## src/rtl/opb_reg_pkg.sv

```systemverilog
// ==========================================================================
// opb_reg_pkg : shared OPB register-slave types, offsets and byte-lane merge
// Rev 1.0
// ==========================================================================
`default_nettype none

package opb_reg_pkg;

  typedef enum logic [1:0] {
    IDLE = 2'd0,
    ACK  = 2'd1,
    WAIT = 2'd2
  } OPB_ACK_FSM_T;

  localparam logic [1:0] REG_SHADOW = 2'd0;
  localparam logic [1:0] REG_CTRL   = 2'd1;
  localparam logic [1:0] REG_LIVE   = 2'd2;
  localparam logic [1:0] REG_COUNT  = 2'd3;

  localparam int CTRL_COMMIT_BIT = 0;
  localparam int CTRL_AUTO_BIT   = 1;

  // OPB lane 0 is the most significant byte of the user word
  function automatic logic [31:0] be_merge(input logic [31:0] old_v,
                                           input logic [31:0] new_v,
                                           input logic [0:3]  be);
    logic [31:0] r;
    r = old_v;
    for (int i = 0; i < 4; i++) begin
      if (be[i]) r[31-8*i -: 8] = new_v[31-8*i -: 8];
    end
    return r;
  endfunction

endpackage

`default_nettype wire

```

## src/rtl/opb_slave_ack_fsm.sv

```systemverilog
// ==========================================================================
// opb_slave_ack_fsm : OPB address decode, single-ack handshake, read-data register
// Rev 1.0
// ==========================================================================
`default_nettype none

module opb_slave_ack_fsm
  import opb_reg_pkg::*;
#(
  parameter logic [31:0] C_BASEADDR = 32'h0000_0000,
  parameter logic [31:0] C_HIGHADDR = 32'h0000_000F
) (
  input  logic        clk,
  input  logic        rst,
  input  logic [0:31] i_abus,
  input  logic        i_rnw,
  input  logic        i_select,
  input  logic [31:0] i_rd_data,
  output logic [1:0]  o_rd_offset,
  output logic [1:0]  o_wr_offset,
  output logic        o_wr_en,
  output logic [0:31] o_sl_dbus,
  output logic        o_sl_xfer_ack,
  output logic        o_sl_err_ack,
  output logic        o_sl_retry,
  output logic        o_sl_tout_sup
);

  OPB_ACK_FSM_T state_q, state_d;
  logic         rnw_q, rnw_d;
  logic [1:0]   offset_q, offset_d;
  logic [0:31]  dbus_q, dbus_d;
  logic         ge_base, le_high, hit;

  // Extra LSB keeps both bounds as strict compares, valid for any window placement
  assign ge_base = {i_abus, 1'b1} > {C_BASEADDR, 1'b0};
  assign le_high = {i_abus, 1'b0} < {C_HIGHADDR, 1'b1};
  assign hit     = i_select & ge_base & le_high;

  assign o_rd_offset = i_abus[28:29];

  always_comb begin
    state_d  = state_q;
    rnw_d    = rnw_q;
    offset_d = offset_q;
    dbus_d   = '0;
    unique case (state_q)
      IDLE: begin
        if (hit) begin
          state_d  = ACK;
          rnw_d    = i_rnw;
          offset_d = o_rd_offset;
          if (i_rnw) dbus_d = i_rd_data;
        end
      end
      ACK:     state_d = WAIT;
      WAIT:    if (!i_select) state_d = IDLE;
      default: state_d = IDLE;
    endcase
  end

  always_ff @(posedge clk or posedge rst) begin
    if (rst) begin
      state_q  <= IDLE;
      rnw_q    <= 1'b0;
      offset_q <= 2'd0;
      dbus_q   <= '0;
    end else begin
      state_q  <= state_d;
      rnw_q    <= rnw_d;
      offset_q <= offset_d;
      dbus_q   <= dbus_d;
    end
  end

  assign o_sl_xfer_ack = (state_q == ACK);
  assign o_wr_en       = (state_q == ACK) & ~rnw_q;
  assign o_wr_offset   = offset_q;
  assign o_sl_dbus     = dbus_q;
  assign o_sl_err_ack  = 1'b0;
  assign o_sl_retry    = 1'b0;
  assign o_sl_tout_sup = 1'b0;

endmodule

`default_nettype wire

```

## src/rtl/opb_register_ppc2simulink.sv

```systemverilog
// ==========================================================================
// opb_register_ppc2simulink : PPC-written shadow register committed to fabric
// Rev 1.0
// ==========================================================================
`default_nettype none

module opb_register_ppc2simulink
  import opb_reg_pkg::*;
#(
  parameter logic [31:0] C_BASEADDR   = 32'h0000_0000,
  parameter logic [31:0] C_HIGHADDR   = 32'h0000_000F,
  parameter int          C_OPB_AWIDTH = 32,
  parameter int          C_OPB_DWIDTH = 32,
  parameter logic [31:0] C_INIT_VALUE = 32'h0000_0000,
  parameter string       C_FAMILY     = "virtex5"
) (
  input  logic        OPB_Clk,
  input  logic        OPB_Rst,
  input  logic [0:31] OPB_ABus,
  input  logic [0:3]  OPB_BE,
  input  logic [0:31] OPB_DBus,
  input  logic        OPB_RNW,
  input  logic        OPB_select,
  input  logic        OPB_seqAddr,
  output logic [0:31] Sl_DBus,
  output logic        Sl_xferAck,
  output logic        Sl_errAck,
  output logic        Sl_retry,
  output logic        Sl_toutSup,
  output logic [31:0] user_data_out,
  output logic        user_data_valid
);

  localparam int    unused_widths = C_OPB_AWIDTH + C_OPB_DWIDTH;
  localparam string unused_family = C_FAMILY;

  logic        unused_seq;
  logic [31:0] shadow_q, shadow_d;
  logic        auto_q, auto_d;
  logic [31:0] user_data_q, user_data_d;
  logic [31:0] commit_cnt_q, commit_cnt_d;
  logic        valid_q, valid_d;
  logic        commit;
  logic [31:0] wdata, rd_data, ctrl_rd;
  logic [1:0]  rd_offset, wr_offset;
  logic        wr_en;

  assign unused_seq = OPB_seqAddr;
  assign wdata      = OPB_DBus;

  opb_slave_ack_fsm #(
    .C_BASEADDR (C_BASEADDR),
    .C_HIGHADDR (C_HIGHADDR)
  ) u_ack_fsm (
    .clk           (OPB_Clk),
    .rst           (OPB_Rst),
    .i_abus        (OPB_ABus),
    .i_rnw         (OPB_RNW),
    .i_select      (OPB_select),
    .i_rd_data     (rd_data),
    .o_rd_offset   (rd_offset),
    .o_wr_offset   (wr_offset),
    .o_wr_en       (wr_en),
    .o_sl_dbus     (Sl_DBus),
    .o_sl_xfer_ack (Sl_xferAck),
    .o_sl_err_ack  (Sl_errAck),
    .o_sl_retry    (Sl_retry),
    .o_sl_tout_sup (Sl_toutSup)
  );

  always_comb begin
    ctrl_rd                = '0;
    ctrl_rd[CTRL_AUTO_BIT] = auto_q;
    unique case (rd_offset)
      REG_SHADOW: rd_data = shadow_q;
      REG_CTRL:   rd_data = ctrl_rd;
      REG_LIVE:   rd_data = user_data_q;
      default:    rd_data = commit_cnt_q;
    endcase
  end

  // A commit always publishes the post-write shadow; COMMIT reads back as 0
  always_comb begin
    shadow_d = shadow_q;
    auto_d   = auto_q;
    commit   = 1'b0;
    if (wr_en) begin
      unique case (wr_offset)
        REG_SHADOW: begin
          shadow_d = be_merge(shadow_q, wdata, OPB_BE);
          commit   = auto_q;
        end
        REG_CTRL: begin
          commit = OPB_BE[3] & wdata[CTRL_COMMIT_BIT];
          if (OPB_BE[3]) auto_d = wdata[CTRL_AUTO_BIT];
        end
        default: ;
      endcase
    end
    user_data_d  = commit ? shadow_d : user_data_q;
    valid_d      = commit;
    commit_cnt_d = commit_cnt_q + 32'(commit);
  end

  always_ff @(posedge OPB_Clk or posedge OPB_Rst) begin
    if (OPB_Rst) begin
      shadow_q     <= C_INIT_VALUE;
      auto_q       <= 1'b0;
      user_data_q  <= C_INIT_VALUE;
      commit_cnt_q <= '0;
      valid_q      <= 1'b0;
    end else begin
      shadow_q     <= shadow_d;
      auto_q       <= auto_d;
      user_data_q  <= user_data_d;
      commit_cnt_q <= commit_cnt_d;
      valid_q      <= valid_d;
    end
  end

  assign user_data_out   = user_data_q;
  assign user_data_valid = valid_q;

endmodule

`default_nettype wire

```

## config.mk

```make
export PLATFORM = sky130hd
export DESIGN_NAME = opb_register_ppc2simulink
export DESIGN_NICKNAME = d
export VERILOG_FILES = /design/src/rtl/opb_reg_pkg.sv /design/src/rtl/opb_slave_ack_fsm.sv /design/src/rtl/opb_register_ppc2simulink.sv
export SDC_FILE = /design/constraint.sdc
export NUM_CORES = 1
export LEC_CHECK = 0
export CORE_MARGIN = 10
export CORE_UTILIZATION = 45
export CTS_BUF_LIST = sky130_fd_sc_hd__clkbuf_4 sky130_fd_sc_hd__clkbuf_8 sky130_fd_sc_hd__clkbuf_16
export CTS_CLUSTER_SIZE = 8
export DETAILED_ROUTE_END_ITERATION = 8
export DONT_BUFFER_PORTS = 1
export GPL_ROUTABILITY_DRIVEN = 0
export HOLD_SLACK_MARGIN = 0.1
export PLACE_DENSITY = 0.6
export SLEW_MARGIN = 20
export SYNTH_ARGS = -nofsm -noshare
export SYNTH_HDL_FRONTEND = slang
export SYNTH_HIERARCHICAL = 1
export SYNTH_SLANG_ARGS = --single-unit
```

## constraint.sdc

```tcl
create_clock -name OPB_Clk -period 5.58 [get_ports OPB_Clk]
set_clock_uncertainty 0.2 [all_clocks]
set_input_delay 1.674 -clock OPB_Clk [delete_from_list [all_inputs] [get_ports OPB_Clk]]
set_output_delay 1.674 -clock OPB_Clk [all_outputs]
set_load 0.05 [all_outputs]
```

==> impl_metrics.tcl, run 1 <==
set metrics [dict create \
    status "finished clean" \
    route.met2.wl_um 6290 \
    maxCapViolations 0 \
    m1WireLength_um 6200 \
    fmax_mhz 294 \
    power_density_mw_per_mm2 310 \
    ys.flop_type "dfrtp_1" \
    first_pass_iters 4 \
    fp.dieW_um 135 \
    ant_nets 0 \
    wl_per_cell_um 21.0 \
    start_util_pct 46.5 \
    post-synth-top-count-cell "dfrtp_1" \
    finalMaxSlewViolations 0 \
    finalCritPeriodShare_pct 60.9 \
    n_fill_cell 1151 \
    final_hold_viol_count 0 \
    peakVddDrop_mv 0.183 \
    utilization_pct 51.8 \
    seqCellArea_mm2 0.00338 \
    cts_setup_buffers 0 \
    cpMaxStageDelayCell "nor4_4" \
    setup.worst_path.end_class "register" \
    synth_edf_count 0 \
    port_buffers 0 \
    critPathBufInv 0 \
    final_nets 542 \
    place_hpwl_um 9950 \
    sw_frac_of_total_pct 19.7 \
    syn-cell-area_mm2 0.00592 \
    leakage_nw 3.19 \
    ys_seq_elements 135 \
    grt_pass1_wl_um 21200 \
    synth_top_area_share_pct 57.1 \
    critical_path_class "primary input to register" \
    yosys.area.top_type "dfrtp_1" \
    antenna_found_initial 3 \
    critical-path-top-delay-family "simple AND/OR/NAND/NOR gates" \
    clk_pin_slew_ns 0.05 \
    p_int_mw 1.64 \
    cp_data_required_time_ns 5.67 \
    clockRootBuffer "clkbuf_16" \
    power_frac_seq_pct 48.0 \
    clock_sinks 135 \
    cts_buffers 17 \
    core_mm2 0.0127 \
    ios 142 \
    wl_um 13700 \
    p_switching_uw 403 \
    combPwrFrac_pct 1.7 \
    clock_latency_ns 0.41 \
    synth-seq-area-share_pct 57.1 \
    drc_errors 0 \
    post_cts_resize_count 0 \
    timing.hold.ws_ns 0.275 \
    p_clk_share_pct 50.3 \
    max-slew-margin-rel_pct 36.8 \
    tns_ns 0 \
    ys_types 37 \
    row_count 41 \
    cp.arrival_ns 3.49 \
    htreeDepth 4 \
    crit_top_cell "ha_1" \
    syn_avg_cell_area_um2 12.6 \
    layout-drive-gt1-share_pct 23.6 \
    highest_layer "met5" \
    cpPeakStageDelay_ns 0.49 \
    hp-class "register to register" \
    grt.overflow.total 0 \
    die-area_mm2 0.0181 \
    path_max_fanout 8 \
    setup_viol 0 \
    yosys-top-cells-area "dfrtp_1 (57%), mux2_2 (13%), mux2i_1 (5.2%), and2_1 (4.0%), xnor2_1 (3.6%)" \
    grt_use_total_pct 15.4 \
    ctsHoldBuffers 0 \
    start_kind "primary input" \
    period_needed_ns 3.40 \
    ys_top_cells_by_count "dfrtp_1 (135), mux2_2 (67), nand2_1 (39)" \
    rsz0062_at_grt "false" \
    cts_max_path_buffers 2 \
    viasPerCell 5.27 \
    grt_max_degree 63 \
    wl_met3_um 1000 \
    drtIter0Drc 228 \
    grt_pass1_vias 3547 \
    tightest_slew_ns 0.945 \
    async_reset_ff_share_pct 100 \
    synthCells 468 \
    area_growth_pct 11.3 \
    multi_input_area_mm2 0.00238 \
    dr_total_vias 3438 \
    cts_tree "done" \
    crit_chain "a31oi_1 > nor3b_4 > ha_1 > ha_1 > nand3_1 > nor4_4 > nand4_1 > xnor2_1" \
    fp.dieH_um 135 \
    ys.warnings.count 6 \
]
[path summary, 6_finish.rpt]
check	start	to	slack (ns)	depth (start not counted)
setup / recovery	OPB_BE[3]	commit_cnt_q[18]	2.18	8
hold / removal	commit_cnt_q[31]	commit_cnt_q[31]	0.27	1
setup reg to reg	u_ack_fsm/state_q[1]	commit_cnt_q[18]	2.46	10
hold reg to reg	commit_cnt_q[31]	commit_cnt_q[31]	0.27	1
max in group asynchronous	OPB_Rst	shadow_q[23]	3.13	2
min in group asynchronous	OPB_Rst	u_ack_fsm/o_sl_dbus[31]	1.06	2
[layout make-up]
| type | instances | area share (%) |
|---|---|---|
| timing repair buffer | 4 | 0.456 |
| clock buffer | 27 | 8.17 |
| antenna | 2 | 0.0760 |
| clock inverter | 3 | 0.228 |
| multi-input combinational | 304 | 36.2 |
| sequential | 135 | 51.3 |
| tap | 172 | 3.27 |
| inverter | 5 | 0.323 |
[state kept, by name, summed over array words and instances (netlist names)]
signal / flops
u_ack_fsm/o_wr_offset: 2
user_data_valid: 1
u_ack_fsm/o_sl_dbus: 32
shadow_q: 32
user_data_out: 32
auto_q: 1
commit_cnt_q: 32
u_ack_fsm/rnw_q: 1
u_ack_fsm/state_q: 2
[stage by stage]
step	cell area, µm²	total power, mW	setup WS (ns)	instances
floorplan	5920	1.04	1.14	470
global placement	6030	1.03	1.78	620
detailed placement	6030	1.03	1.75	620
CTS	6580	2.07	2.19	650
global route	6580	2.11	1.97	650
finish	6590	2.04	2.18	652
[placed cells by master (no fill, tap or decap), types with 4 or more instances in the layout]
| cell | count |
|---|---|
| nand2_1 | 39 |
| o21ai_0 | 32 |
| clkbuf_8 | 6 |
| xnor2_1 | 24 |
| xor2_1 | 6 |
| mux2i_1 | 31 |
| and2_1 | 37 |
| nand3_1 | 15 |
| nor4_1 | 7 |
| buf_4 | 4 |
| nand4_1 | 8 |
| nor2_1 | 5 |
| clkbuf_4 | 4 |
| clkbuf_16 | 17 |
| inv_1 | 4 |
| mux2_2 | 67 |
| dfrtp_1 | 135 |
[logic make-up after synthesis]
group,after synthesis,share of synthesized area [%]
muxes,99,18.4
DFF,135,57.1
adders and majority gates,2,0.423
AOI/OAI and AO/OA,33,2.81
other,1,0.0634
buffers and inverters,31,2.88
and+or+nand+nor,137,13.9
xor gates and xnor gates,30,4.44
[per-layer routing]
metal | GRT usage (%) | up-vias
li1 | - | 1605
met5 | 0 | -
met4 | 5.99 | 2
met2 | 22.4 | 83
met1 | 19.9 | 1733
met3 | 6.60 | 15
[power by group through the flow]
stage          logic [mW]  clock network [mW]  registers (mW)
2_1_floorplan      0.0389                   0           0.997
3_3_place_gp       0.0355                   0           0.997
3_5_place_dp       0.0358                   0           0.997
4_1_cts            0.0359                1.05           0.980
5_1_grt            0.0396                1.09           0.979
6_report           0.0344                1.03           0.980
(Power assumes the default switching activity.)
==> inputs of run 2 (changes only) <==
- ABC_AREA: default -> 1
- PLACE_DENSITY: 0.6 -> 0.62
- clock period: 5.58 -> 2.8 ns (I/O delays scaled with it)
==> impl_metrics.tcl, run 2 <==
set metrics [dict create \
    yosys-top-cells-area "dfrtp_1 (54%), nand2_1 (21%), nor2_1 (6.0%), nand3_1 (5.0%), inv_1 (4.5%)" \
    async_reset_ff_share_pct 100 \
    clk_pin_slew_ns 0.06 \
    gr-usage-met3_pct 7.12 \
    ys.warnings.count 6 \
    area_growth_pct 14.0 \
    drc_errors 0 \
    final_hold_viol_count 0 \
    clock_latency_ns 0.42 \
    finalMaxSlewViolations 0 \
    ys_types 24 \
    cts_tree "done" \
    dr_total_vias 5312 \
    tightest_slew_ns 0.786 \
    start_util_pct 45.7 \
    cts_buffers 17 \
    core_mm2 0.0138 \
    first_pass_iters 5 \
    period_needed_ns 2.51 \
    cp_data_required_time_ns 2.91 \
    synth_top_area_share_pct 53.6 \
    fmax_mhz 398 \
    rsz0062_at_grt "false" \
    wl_per_cell_um 17.9 \
    port_buffers 0 \
    final_nets 897 \
    antenna_found_initial 1 \
    wl_um 18200 \
    tns_ns 0 \
    clockRootBuffer "clkbuf_16" \
    synthCells 813 \
    ios 142 \
    fin_cells 1016 \
    design_power_total_mw 4.74 \
    drtIter0Drc 377 \
    postPlaceCellArea_mm2 0.00652 \
    grt_max_degree 42 \
    synth-seq-area-share_pct 53.6 \
    ys_top_cells_by_count "nand2_1 (353), dfrtp_1 (135), nor2_1 (100)" \
    leakage_nw 3.53 \
    grt_use_total_pct 18.7 \
    critical_path_class "register to register" \
    die-area_mm2 0.0191 \
    layout-drive-gt1-share_pct 7.67 \
    grt_pass1_wl_um 29000 \
    row_count 43 \
    peakVddDrop_mv 0.473 \
    syn-cell-area_mm2 0.00630 \
    start_kind "register" \
    hp-class "primary input to async pin" \
    yosys.area.top_type "dfrtp_1" \
    n_fill_cell 1324 \
    dp.cells 983 \
    final_cell_mix "nand2_1 (352), dfrtp_1 (135), nor2_1 (96)" \
    met2_usage_pct 30.6 \
    cp.arrival_ns 2.62 \
    viasPerCell 5.23 \
    ys_seq_elements 135 \
    setup.worst_path.end_class "register" \
    cts_setup_buffers 0 \
    layout_commonest_cell "nand2_1" \
    finalCritPeriodShare_pct 89.6 \
    grt.busiest_layer "met2" \
    fp.dieW_um 138 \
    ctsHoldBuffers 0 \
    clock_sinks 135 \
    status "finished clean" \
    grt.overflow.total 0 \
    synth_edf_count 0 \
    post-synth-top-count-cell "nand2_1" \
    power_density_mw_per_mm2 661 \
    path_max_fanout 5 \
    maxCapViolations 0 \
    syn_avg_cell_area_um2 7.75 \
    ys.flop_type "dfrtp_1" \
    fp.dieH_um 138 \
    max-slew-margin-rel_pct 47.3 \
    design_area_mm2 0.00718 \
    setup_viol 0 \
    ant_nets 0 \
    place_hpwl_um 12800 \
    grt_pass1_vias 5360 \
    grt_use_met1_pct 22.3 \
    htreeDepth 4 \
    cts_max_path_buffers 2 \
]
[run 2: final timing paths]
check                      depth (start not counted)  slack [ns]                 endpoint            startpoint
max reg2reg                                       15        0.29         commit_cnt_q[22]  u_ack_fsm/state_q[1]
min reg2reg                                        2        0.28         commit_cnt_q[31]      commit_cnt_q[31]
max in group asynchronous                          2        1.54  u_ack_fsm/o_sl_dbus[26]               OPB_Rst
max                                               15        0.29         commit_cnt_q[22]  u_ack_fsm/state_q[1]
min in group OPB_Clk                               2        0.28         commit_cnt_q[31]      commit_cnt_q[31]
min                                                1        0.15  u_ack_fsm/o_sl_dbus[21]               OPB_Rst
[run 2: cell families after synthesis]
family | synth area share (%)
DFF | 53.6
other | 0.0595
AOI/OAI and AO/OA | 2.74
xor gates and xnor gates | 2.09
buffers and inverters | 6.95
adders and majority gates | 0.397
and+or+nand+nor | 34.1
[run 2: per-stage QoR]
stage          util, %  worst slack, ns  hold WS (ns)
6_report          52.1            0.290         0.148
5_1_grt           52.1           0.0162         0.162
4_1_cts           52.0            0.168         0.133
3_5_place_dp      47.3            0.187         0.271
3_3_place_gp      47.3            0.210         0.253
2_1_floorplan        -            0.128         0.241
[run 2: area by class of cell]
cell class	instances	area (µm²)	area share (%)
Inverter	76	289	4.03
Multi-Input combinational cell	578	2510	34.9
Clock buffer	18	439	6.12
Clock inverter	13	204	2.84
Antenna cell	2	5.00	0.0697
Sequential cell	135	3380	47.1
Timing Repair Buffer	14	130	1.81
Tap cell	180	225	3.14
[run 2: routing by layer]
layer  share of wire [%]  routed length [µm]
met5                   0                   0
met3                 9.5                1730
met1                  41                7530
met2                  48                8680
met4                 1.6                 292
[run 2: power breakdown]
part,internal (mW),switching [mW],total [mW]
sequential,2.00,0.129,2.13
combinational,0.0555,0.130,0.186
clock,1.59,0.839,2.43
total,3.64,1.10,4.74
[run 2: timing repair]
| item | 4_1_cts | 5_1_grt |
|---|---|---|
| gates resized for setup | 0 | 4 |
| endpoints found under the hold margin | 0 | 0 |
| setup endpoints to repair | 0 | 4 |
[run 2: critical path: stages, from the launching register on]
cell and delay, ns:
dfrtp_1 0.41, nor3_1 0.20, buf_4 0.16, nand3_2 0.08, inv_1 0.09, nand2_2 0.06, nand2_2 0.07, ha_1 0.18
ha_1 0.22, inv_1 0.07, nor2_1 0.16, nand2_1 0.14, nor2_4 0.19, nand2_1 0.07, nand2_1 0.06, nand2_1 0.05
==> inputs of run 3 (changes only) <==
- CTS_CLUSTER_DIAMETER: default -> 100
- SYNTH_HIERARCHICAL: 1 -> default
==> impl_metrics.tcl, run 3 <==
set metrics [dict create \
    status "finished clean" \
    clk_pin_slew_ns 0.06 \
    synthCells 785 \
    layout-drive-gt1-share_pct 8.25 \
    n_fill_cell 1329 \
    reg2reg_from "u_ack_fsm.o_wr_offset[1]" \
    start_util_pct 45.7 \
    wl_per_cell_um 18.2 \
    dr_total_vias 5245 \
    grt.overflow.total 0 \
    post_cts_resize_count 0 \
    ys_types 29 \
    fp.dieH_um 138 \
    final_cell_mix "nand2_1 (301), dfrtp_1 (135), nor2_1 (99)" \
    dp.cells 960 \
    r2r_cells 13 \
    cpPeakStageDelay_ns 0.42 \
    critical-path-top-delay-family "simple AND/OR/NAND/NOR gates" \
    row_count 43 \
    power_frac_seq_pct 42.6 \
    cts_max_path_buffers 2 \
    design_area_mm2 0.00722 \
    period_needed_ns 2.41 \
    sw_frac_of_total_pct 20.5 \
    fp.dieW_um 138 \
    ctsHoldBuffers 0 \
    grt_pass1_wl_um 29400 \
    syn-cell-area_mm2 0.00630 \
    synth_edf_count 0 \
    final_hold_viol_count 0 \
    clock_sinks 135 \
    wl_um 18100 \
    tightest_slew_ns 0.690 \
    finalMaxSlewViolations 0 \
    cts_setup_buffers 0 \
    grt_pass1_vias 5477 \
    hp-class "primary input to async pin" \
    grt_use_total_pct 18.9 \
    fin_cells 992 \
    rsz0062_at_grt "false" \
    multi_input_area_mm2 0.00255 \
    crit_top_cell "nand2_1" \
    viasPerCell 5.29 \
    cts_tree "done" \
    drc_errors 0 \
    area_growth_pct 14.6 \
    ys.flop_type "dfrtp_1" \
    fmax_mhz 414 \
    maxCapViolations 0 \
    drtIter0Drc 353 \
    combPwrFrac_pct 2.9 \
    critical_path_class "register to register" \
    place_hpwl_um 12900 \
    yosys-top-cells-area "dfrtp_1 (54%), nand2_1 (18%), nor2_1 (5.9%), nand3_1 (3.7%), inv_1 (3.4%)" \
    power_density_mw_per_mm2 635 \
    die-area_mm2 0.0191 \
    ys_seq_elements 135 \
    synth-seq-area-share_pct 53.6 \
    clockRootBuffer "clkbuf_16" \
    peakVddDrop_mv 0.376 \
    cpMaxStageDelayCell "dfrtp_1" \
    ys_top_cells_by_count "nand2_1 (301), dfrtp_1 (135), nor2_1 (99)" \
    tns_ns 0 \
    port_buffers 0 \
    diodes 0 \
    synth_top_area_share_pct 53.6 \
    cts_buffers 17 \
    clock_latency_ns 0.43 \
    yosys.area.top_type "dfrtp_1" \
    max-slew-margin-rel_pct 53.9 \
    cp.arrival_ns 2.53 \
    setup_viol 0 \
    htreeDepth 4 \
    grt_max_degree 38 \
    cp_data_required_time_ns 2.92 \
    post-synth-top-count-cell "nand2_1" \
    syn_avg_cell_area_um2 8.02 \
    seqCellArea_mm2 0.00338 \
    path_max_fanout 10 \
    crit_chain "nor2_4 > nand2_1 > nand2_1 > nand2_1 > inv_2 > ha_1 > nand2_1 > nor2_4 > nand2_1 > nor2_1 > nand2_1 > nand2_1 > nand2_1" \
    finalCritPeriodShare_pct 86.2 \
    p_int_mw 3.65 \
    leakage_nw 3.61 \
    ios 142 \
    antenna_found_initial 0 \
    start_kind "register" \
    critPathBufInv 1 \
    async_reset_ff_share_pct 100 \
    ant_nets 0 \
    first_pass_iters 8 \
    core_mm2 0.0138 \
    p_switching_uw 942 \
    layout_commonest_cell "nand2_1" \
    reg2reg_setup_slack_ns 0.39 \
    worstReg2RegEnd "commit_cnt_q[31]" \
    p_clk_share_pct 54.6 \
    final_nets 874 \
    setup.worst_path.end_class "register" \
    postPlaceCellArea_mm2 0.00655 \
    ys.warnings.count 0 \
]
-- run 3: changes by cell type after synthesis, moves of 16 or more --
cell	change
inv_1	-19
nand2_1	-52
a21oi_1	+29
o21ai_0	+16
o211ai_1	-18
nand3_1	-16
-- run 3: worst max path at each step --
stage,from,depth (start not counted),slack (ns),end
floorplan,OPB_Rst,1,0.08,auto_q
global placement,OPB_BE[3],12,0.24,commit_cnt_q[31]
detailed placement,OPB_BE[3],12,0.21,commit_cnt_q[31]
CTS,u_ack_fsm.o_wr_offset[1],13,0.38,commit_cnt_q[31]
global route,u_ack_fsm.o_wr_offset[1],13,0.14,commit_cnt_q[31]
finish,u_ack_fsm.o_wr_offset[1],13,0.39,commit_cnt_q[31]
-- run 3: routing by layer --
metal	track usage, %	up-vias	wire, µm
li1	-	2485	-
met4	7.05	0	335
met1	23.8	2548	7750
met5	0	-	0
met3	6.10	26	1470
met2	29.7	186	8490
-- run 3: stage by stage --
| stage | util, % | total power [mW] | hold WS, ns | setup WS, ns |
|---|---|---|---|---|
| after global routing | 52.4 | 4.71 | 0.215 | 0.145 |
| final | 52.4 | 4.59 | 0.190 | 0.386 |
| after floorplan | - | 2.08 | 0.241 | 0.0808 |
| after CTS | 52.4 | 4.62 | 0.202 | 0.384 |
| after detailed placement | 47.6 | 2.12 | 0.280 | 0.207 |
| after global placement | 47.6 | 2.12 | 0.267 | 0.240 |
-- run 3: area by class of cell --
type                       instances  share of cell area [%]
clock buffer                      21                    6.57
timing repair buffer              16                    2.36
sequential                       135                    46.8
multi-input combinational        570                    35.3
inverter                          59                    3.12
clock inverter                    11                    2.70
tap                              180                    3.12
-- run 3: logic make-up (layout without fill, tap and decap cells) --
| logic type | after synthesis | after routing | synth area share, % |
|---|---|---|---|
| simple gates | 486 | 486 | 32.3 |
| flops | 135 | 135 | 53.6 |
| buf+inv | 82 | 107 | 6.06 |
| compound gates | 62 | 62 | 5.22 |
| xor+xnor | 17 | 17 | 2.36 |
| fa+ha+maj | 2 | 2 | 0.397 |
| other cells | 1 | 3 | 0.0595 |
-- run 3: power by group through the flow --
stage | clock network [mW] | registers [mW] | logic, mW
final | 2.50 | 1.95 | 0.132
after floorplan | 0 | 1.99 | 0.0909
after CTS | 2.53 | 1.95 | 0.136
after global routing | 2.61 | 1.95 | 0.149
after global placement | 0 | 1.99 | 0.133
after detailed placement | 0 | 1.99 | 0.135
